--- config.mk ---
export PLATFORM = sky130hd
export DESIGN_NAME = seq_divider
export DESIGN_NICKNAME = d
export VERILOG_FILES = /design/src/rtl/seq_divider.sv
export SDC_FILE = /design/constraint.sdc
export NUM_CORES = 1
export LEC_CHECK = 0
export ABC_AREA = 0
export CAP_MARGIN = 20
export CORE_MARGIN = 2
export CORE_UTILIZATION = 26
export CTS_BUF_LIST = sky130_fd_sc_hd__clkbuf_8
export CTS_CLUSTER_DIAMETER = 120
export DETAILED_ROUTE_END_ITERATION = 10
export GPL_ROUTABILITY_DRIVEN = 1
export GPL_TIMING_DRIVEN = 1
export SLEW_MARGIN = 20
export SYNTH_ARGS = -nofsm -noshare
export SYNTH_HDL_FRONTEND = slang
export SYNTH_SLANG_ARGS = --single-unit
--- constraint.sdc ---
create_clock -name clk -period 12.1 [get_ports clk]
set_clock_uncertainty 0.2 [all_clocks]
set_input_delay 3.63 -clock clk [delete_from_list [all_inputs] [get_ports clk]]
set_output_delay 3.63 -clock clk [all_outputs]
set_load 0.05 [all_outputs]
--- src/rtl/seq_divider.sv ---
// Multi-cycle radix-2 restoring divider: one quotient bit per clock, signed or
// unsigned operands, registered quotient/remainder/flags, valid/ready on both sides.
module seq_divider #(
   parameter int WIDTH     = 16,
   parameter bit SIGNED_EN = 1'b1
) (
   input  logic             clk,
   input  logic             rst_n,
   input  logic             in_valid,
   output logic             in_ready,
   input  logic [WIDTH-1:0] A,
   input  logic [WIDTH-1:0] B,
   input  logic             is_signed,
   output logic             out_valid,
   input  logic             out_ready,
   output logic [WIDTH-1:0] Quo,
   output logic [WIDTH-1:0] Rem,
   output logic             Dbz,
   output logic             Ovf,
   output logic             busy
);

   localparam int CW = $clog2(WIDTH + 1);

   typedef enum logic [1:0] {
      IDLE = 2'd0,
      CALC = 2'd1,
      DONE = 2'd2
   } state_t;

   function automatic logic [WIDTH-1:0] neg_if(input logic [WIDTH-1:0] v, input logic en);
      neg_if = en ? (~v + WIDTH'(1)) : v;
   endfunction

   state_t           state_q, state_d;
   logic [WIDTH-1:0] p_q;
   logic [WIDTH-1:0] dvd_q;
   logic [WIDTH-1:0] dvs_q;
   logic [CW-1:0]    cnt_q;
   logic             qneg_q, rneg_q, ovf_pend_q;
   logic [WIDTH-1:0] quo_q, rem_q;
   logic             dbz_q, ovf_q;

   logic             accept_s, sgn_s, dbz_s, last_s, qbit_s;
   logic [WIDTH-1:0] a_mag_s, b_mag_s, rem_nxt_s, quo_nxt_s;
   logic [WIDTH:0]   shift_s, diff_s;

   assign accept_s = in_valid && (state_q == IDLE);
   assign sgn_s    = is_signed && SIGNED_EN;
   assign dbz_s    = (B == {WIDTH{1'b0}});
   assign a_mag_s  = neg_if(A, sgn_s && A[WIDTH-1]);
   assign b_mag_s  = neg_if(B, sgn_s && B[WIDTH-1]);
   assign last_s   = (cnt_q == CW'(WIDTH - 1));

   // The held partial remainder is always below the divisor, so its top bit
   // is implicitly zero and only the shifted trial value needs WIDTH+1 bits.
   assign shift_s   = {p_q, dvd_q[WIDTH-1]};
   assign diff_s    = shift_s - {1'b0, dvs_q};
   assign qbit_s    = ~diff_s[WIDTH];
   assign rem_nxt_s = qbit_s ? diff_s[WIDTH-1:0] : shift_s[WIDTH-1:0];
   assign quo_nxt_s = {dvd_q[WIDTH-2:0], qbit_s};

   always_ff @(posedge clk or negedge rst_n) begin
      if (!rst_n) begin
         state_q <= IDLE;
      end else begin
         state_q <= state_d;
      end
   end

   always_comb begin
      state_d = state_q;
      case (state_q)
         IDLE: begin
            if (accept_s) begin
               state_d = dbz_s ? DONE : CALC;
            end else begin
               state_d = IDLE;
            end
         end
         CALC: begin
            if (last_s) begin
               state_d = DONE;
            end else begin
               state_d = CALC;
            end
         end
         DONE: begin
            if (out_ready) begin
               state_d = IDLE;
            end else begin
               state_d = DONE;
            end
         end
         default: state_d = IDLE;
      endcase
   end

   always_comb begin
      in_ready  = 1'b0;
      out_valid = 1'b0;
      busy      = 1'b1;
      case (state_q)
         IDLE: begin
            in_ready = 1'b1;
            busy     = 1'b0;
         end
         CALC: begin
            busy = 1'b1;
         end
         DONE: begin
            out_valid = 1'b1;
         end
         default: begin
            in_ready = 1'b0;
         end
      endcase
   end

   always_ff @(posedge clk or negedge rst_n) begin
      if (!rst_n) begin
         p_q        <= {WIDTH{1'b0}};
         dvd_q      <= {WIDTH{1'b0}};
         dvs_q      <= {WIDTH{1'b0}};
         cnt_q      <= {CW{1'b0}};
         qneg_q     <= 1'b0;
         rneg_q     <= 1'b0;
         ovf_pend_q <= 1'b0;
         quo_q      <= {WIDTH{1'b0}};
         rem_q      <= {WIDTH{1'b0}};
         dbz_q      <= 1'b0;
         ovf_q      <= 1'b0;
      end else begin
         case (state_q)
            IDLE: begin
               if (accept_s && dbz_s) begin
                  quo_q <= {WIDTH{1'b1}};
                  rem_q <= A;
                  dbz_q <= 1'b1;
                  ovf_q <= 1'b0;
               end else if (accept_s) begin
                  p_q        <= {WIDTH{1'b0}};
                  dvd_q      <= a_mag_s;
                  dvs_q      <= b_mag_s;
                  cnt_q      <= {CW{1'b0}};
                  qneg_q     <= sgn_s && (A[WIDTH-1] ^ B[WIDTH-1]);
                  rneg_q     <= sgn_s && A[WIDTH-1];
                  ovf_pend_q <= sgn_s && (A == {1'b1, {(WIDTH-1){1'b0}}})
                                      && (B == {WIDTH{1'b1}});
               end
            end
            CALC: begin
               p_q   <= rem_nxt_s;
               dvd_q <= quo_nxt_s;
               cnt_q <= cnt_q + CW'(1);
               if (last_s) begin
                  // Most-negative / -1 wraps naturally to 2^(WIDTH-1), remainder 0.
                  quo_q <= neg_if(quo_nxt_s, qneg_q);
                  rem_q <= neg_if(rem_nxt_s, rneg_q);
                  dbz_q <= 1'b0;
                  ovf_q <= ovf_pend_q;
               end
            end
            default: begin
               cnt_q <= cnt_q;
            end
         endcase
      end
   end

   assign Quo = quo_q;
   assign Rem = rem_q;
   assign Dbz = dbz_q;
   assign Ovf = ovf_q;

endmodule

Word level (Yosys, flattened, before mapping)
Index checks and enable logic that the tools add are counted.

Register bits after elaboration: 92. Input port bits: 37. Logic and storage cells: 81.

$add $sub $neg: 6. Equality and inequality tests: 9. Mux-type cells: 34. Bitwise logic cells: 7. Reduce and logical (&&, ||, !) cells: 13.

Operator list (count): $mux W16 (13); $pmux W16 S2 (4); $add A16 B1 Y16 const B (4); $not A16 Y16 (4); $eq A16 B16 Y1 const B (2); $sub A17 B16 Y17 (1); $logic_not A16 Y1 (1); $mux W5 (2); $pmux W5 S2 (1); $reduce_and A3 Y1 (3); $mux W2 (4); $logic_and A1 B1 Y1 (7); $mux W1 (7); $ne A2 B2 Y1 const B (3); $pmux W2 S3 (1); $add A5 B1 Y5 const B (1); $eq A5 B4 Y1 const B (1); $pmux W1 S2 (2); $eq A2 B1 Y1 const B (1); $eq A2 B2 Y1 const B (1); $logic_not A2 Y1 (1); $ne A2 B1 Y1 const B (1); $not A1 Y1 (2); $reduce_bool A2 Y1 (1); $xor A1 B1 Y1 (1).

Logic depth before layout (Yosys ltp)
Depth after elaboration: 7. Gate-level depth with buffers: 19. Gate-level depth less buffers: 17.

Least setup slack after synthesis
Ideal clock, no wire load.

Kind: input -> register. Start point: input port B[7]. End point: register rem_q[13] (netlist: Rem[13]). Data arrival time: 5.514 ns. Path slack: 6.249 ns. Stages on the path: 9. Path buffers: 0. Path through: or4_1 > nor3_2 > nand3b_1 > or3_1 > nor2_2 > nor2_1 > or3_1 > o21ai_0 > a21oi_1.

Word-level cells in the longest chain between the ends: 4.

RTL lines: from (decl) (RTL line 12) `input logic [WIDTH-1:0] B,`; $logic_not A16 Y1 (RTL line 50) `assign dbz_s = (B == {WIDTH{1'b0}});`; $logic_and A1 B1 Y1 (RTL line 136) `if (accept_s && dbz_s) begin`; $ne A2 B1 Y1 (no source line); $reduce_and A3 Y1 (no source line); to (signal assigned) (RTL line 130) `rem_q <= {WIDTH{1'b0}};`; to (signal assigned) (RTL line 159) `rem_q <= neg_if(rem_nxt_s, rneg_q);`; to (decl) (RTL line 41) `logic [WIDTH-1:0] quo_q, rem_q;`.

No other way between the ends. A chain may end at the register's enable or synchronous reset.

Worst setup path in the final report
Start point: input port B[3]. End point: register rem_q[13] (netlist: Rem[13]).

The elaborated chain is that of the path after synthesis.

==> impl_metrics.csv <==
group,metric,value,unit
critical_path,rr_startpoint,"dvd_q[15]",
critical_path,crit_path_start,"B[3]",
clocking,cts_resized,0,
die,rows,57,
sta,period_needed,7.07,ns
critical_path,slowest_stage,"nor2_2",
die,core-area,24100,sq um
drt,drt_wl_total,18200,um
die,fp.dieArea,25600,sq um
global_routing,grt_max_degree,57,
drt,via_per_inst,5.01,
placed_design,dp_cells,1123,
global_routing,grt_use_met3,0.0257,
placed_design,portBuffers,73,
clocking,clock_path_buffers,2,
sta,period_share,0.584,
critical_path,cp-start-kind,"primary input",
sta,tightest_slew,0.882,ns
synth,synth.distinct_cells,72,
global_routing,antenna_found_initial,0,
sta,final_max_slew_viol_count,0,
global_routing,use_met1,0.203,
cells_and_area,drive_above_1_share,0.0564,
critical_path,path_max_fanout,14,
synth,synth_top_area_cell,"dfrtp_1",
synth,synth_top_flop_cell,"dfrtp_1",
critical_path,path_buf_inv,1,
critical_path,r2r_end,"Rem[14]",
critical_path,cpMostUsedCell,"or3_1",
synth,synth_area_leaders,"dfrtp_1 36%, o21ai_0 5.8%, nand2_1 5.0%",
drt,dr.pass1.iters,5,
sta,fmax,0.142,GHz
synth,syn_area,6340,sq um
sta,hold_viol_final,0,
global_routing,grt_util_met2,0.222,
critical_path,crit_family,"simple AND/OR/NAND/NOR gates",
critical_path,crit_path_end_kind,"flip-flop",
sta,holdWs,0.294,ns
clocking,cts-root-buf,"clkbuf_8",
synth,ys_seq_area_frac,0.363,
critical_path,r2r_slack,7.29,ns
cells_and_area,synthToLayoutAreaGrowth,19.0,%
clocking,clock_latency,0.39,ns
global_routing,grt_usage,0.143,
synth,syn-num-nets,822,
cells_and_area,fin_cells,1139,
clocking,cts_setup_buffers,0,
job,drv_cap,0,
synth,syn_inst,761,
placed_design,dpl.hpwl,13700,um
synth,synth_edf_count,0,
placed_design,pre_cts_slack,4.68,ns
critical_path,slowest_delay,0.60,ns
drt,drc,0,
clocking,clkSinkCount,92,
drt,drt_iter0_markers,370,
synth,yosys_warnings,0,
global_routing,first_global_vias,5382,
clocking,htreeDepth,3,
die,die_y,160,um
sta,finalSetupViolCount,0,
cells_and_area,final_nets,871,
clocking,cts_made_buffers,9,
critical_path,crit_path_end,"Rem[13]",
synth,async_reset_ff_frac,1.00,
cells_and_area,n_antenna_cell,0,
critical_path,cp.depth,10,
drt,vias,5710,
critical_path,reg2reg_depth,17,
critical_path,cp.arrival,7.11,ns
die,initial_utilization,0.263,
synth,netlist.area_leader.share,0.363,
die,die_w,160,um
global_routing,grt_pass1_wl,29200,um
global_routing,busiest_layer,"met2",
drt,route.detailed.wl_per_inst,16.0,um
clocking,cts_hold_buf,0,
sta,rsz0062_at_grt,"no",
drt,ant_nets,0,
status,outcome,"completed",
worst_hold_path,hp-class,"flip-flop to flip-flop",
worst_hold_path,hold_start,"Dbz",
clocking,cts_tree,"built",
critical_path,path_cells,"clkdlybuf4s50_1 > or3_1 > nor3_1 > nand3b_1 > or3_1 > nor2_2 > nor2_1 > or3_1 > o21ai_0 > a21oi_1",
synth,yosys_register_bits,92,
die,ios,74,
sta,tns,0,ns
placed_design,gp_congestion,0.891,
sta,worst_slack,5.03,ns
clocking,clk_pin_slew_worst_paths,0.10,ns
synth,syn_avg_cell_area,8.33,sq um
critical_path,cp.required,12.15,ns
global_routing,overflow,0,
sta,slew_headroom,0.410,
critical_path,path_class,"primary input to flip-flop",
==> Yosys cell counts, types with 9 or more instances <==
cell      instances
a21oi_1          56
a31oi_1          13
buf_2            13
clkbuf_1         23
dfrtp_1          92
ha_1             23
inv_1            30
mux2i_1          13
nand2_1          85
nand3_1          27
nor2_1           72
nor3_1           16
o21ai_0          73
o21ai_1          18
o31ai_1           9
or3_1            11
xnor2_1          32
xor2_1           33
==> cells in the final DEF, fill, tap and decap left out, drive strengths merged, types with 6 or more instances in the layout <==
| cell | instances |
|---|---|
| a21oi | 56 |
| a31oi | 13 |
| and2 | 6 |
| and3 | 8 |
| buf | 6 |
| clkbuf | 9 |
| clkdlybuf4s50 | 72 |
| dfrtp | 92 |
| ha | 23 |
| inv | 34 |
| mux2i | 13 |
| nand2 | 85 |
| nand2b | 6 |
| nand3 | 27 |
| nand4 | 7 |
| nor2 | 74 |
| nor3 | 17 |
| o211ai | 6 |
| o21ai | 92 |
| o31ai | 12 |
| or3 | 11 |
| xnor2 | 32 |
| xor2 | 33 |
==> state kept, by name, summed over array words and instances, names as in the netlist <==
signal and cells:
Quo 16, Rem 16, dvd_q 16, dvs_q 16, p_q 16, cnt_q 5
state_q 2, Dbz 1, Ovf 1, ovf_pend_q 1, qneg_q 1, rneg_q 1
==> routing by layer <==
layer	wire length, um	part of all wire	vias to the layer above
met5	0	0	-
met4	291	0.016	0
met3	876	0.048	18
met2	7950	0.44	149
met1	9060	0.50	2738
li1	-	-	2805
==> through the flow <==
stage / instance area [sq um] / utilization
2_1_floorplan: 6340 / -
3_3_place_gp: 7330 / 0.304
3_5_place_dp: 7330 / 0.304
4_1_cts: 7540 / 0.313
5_1_grt: 7540 / 0.313
6_report: 7540 / 0.313
==> cell families after synthesis <==
| family | synth area share |
|---|---|
| AO/OA/AOI/OAI | 0.223 |
| XOR/XNOR | 0.0898 |
| adder cells (fa/ha/maj) | 0.0486 |
| buffers and inverters | 0.0485 |
| flip-flops | 0.363 |
| multiplexers | 0.0264 |
| AND/OR/NAND/NOR | 0.201 |
==> worst min path at each step <==
stage                 end  slack, ns  cells past startpoint
6_report              Dbz       0.29                      1
5_1_grt               Dbz       0.33                      1
4_1_cts        ovf_pend_q       0.30                      2
3_5_place_dp   ovf_pend_q       0.27                      2
3_3_place_gp   ovf_pend_q       0.27                      2
2_1_floorplan         Ovf       0.25                      2
==> area by class of cell <==
cell class | instances | area (sq um)
inverter | 31 | 119
fill | 2619 | 16600
clock inverter | 7 | 83.8
multi-input combinational | 598 | 3740
clock buffer | 9 | 124
timing repair buffer | 78 | 766
sequential | 92 | 2300
tap | 324 | 405
Power is not shown: default switching activity piles up to over one toggle a cycle in this logic, so the estimate is an artifact.
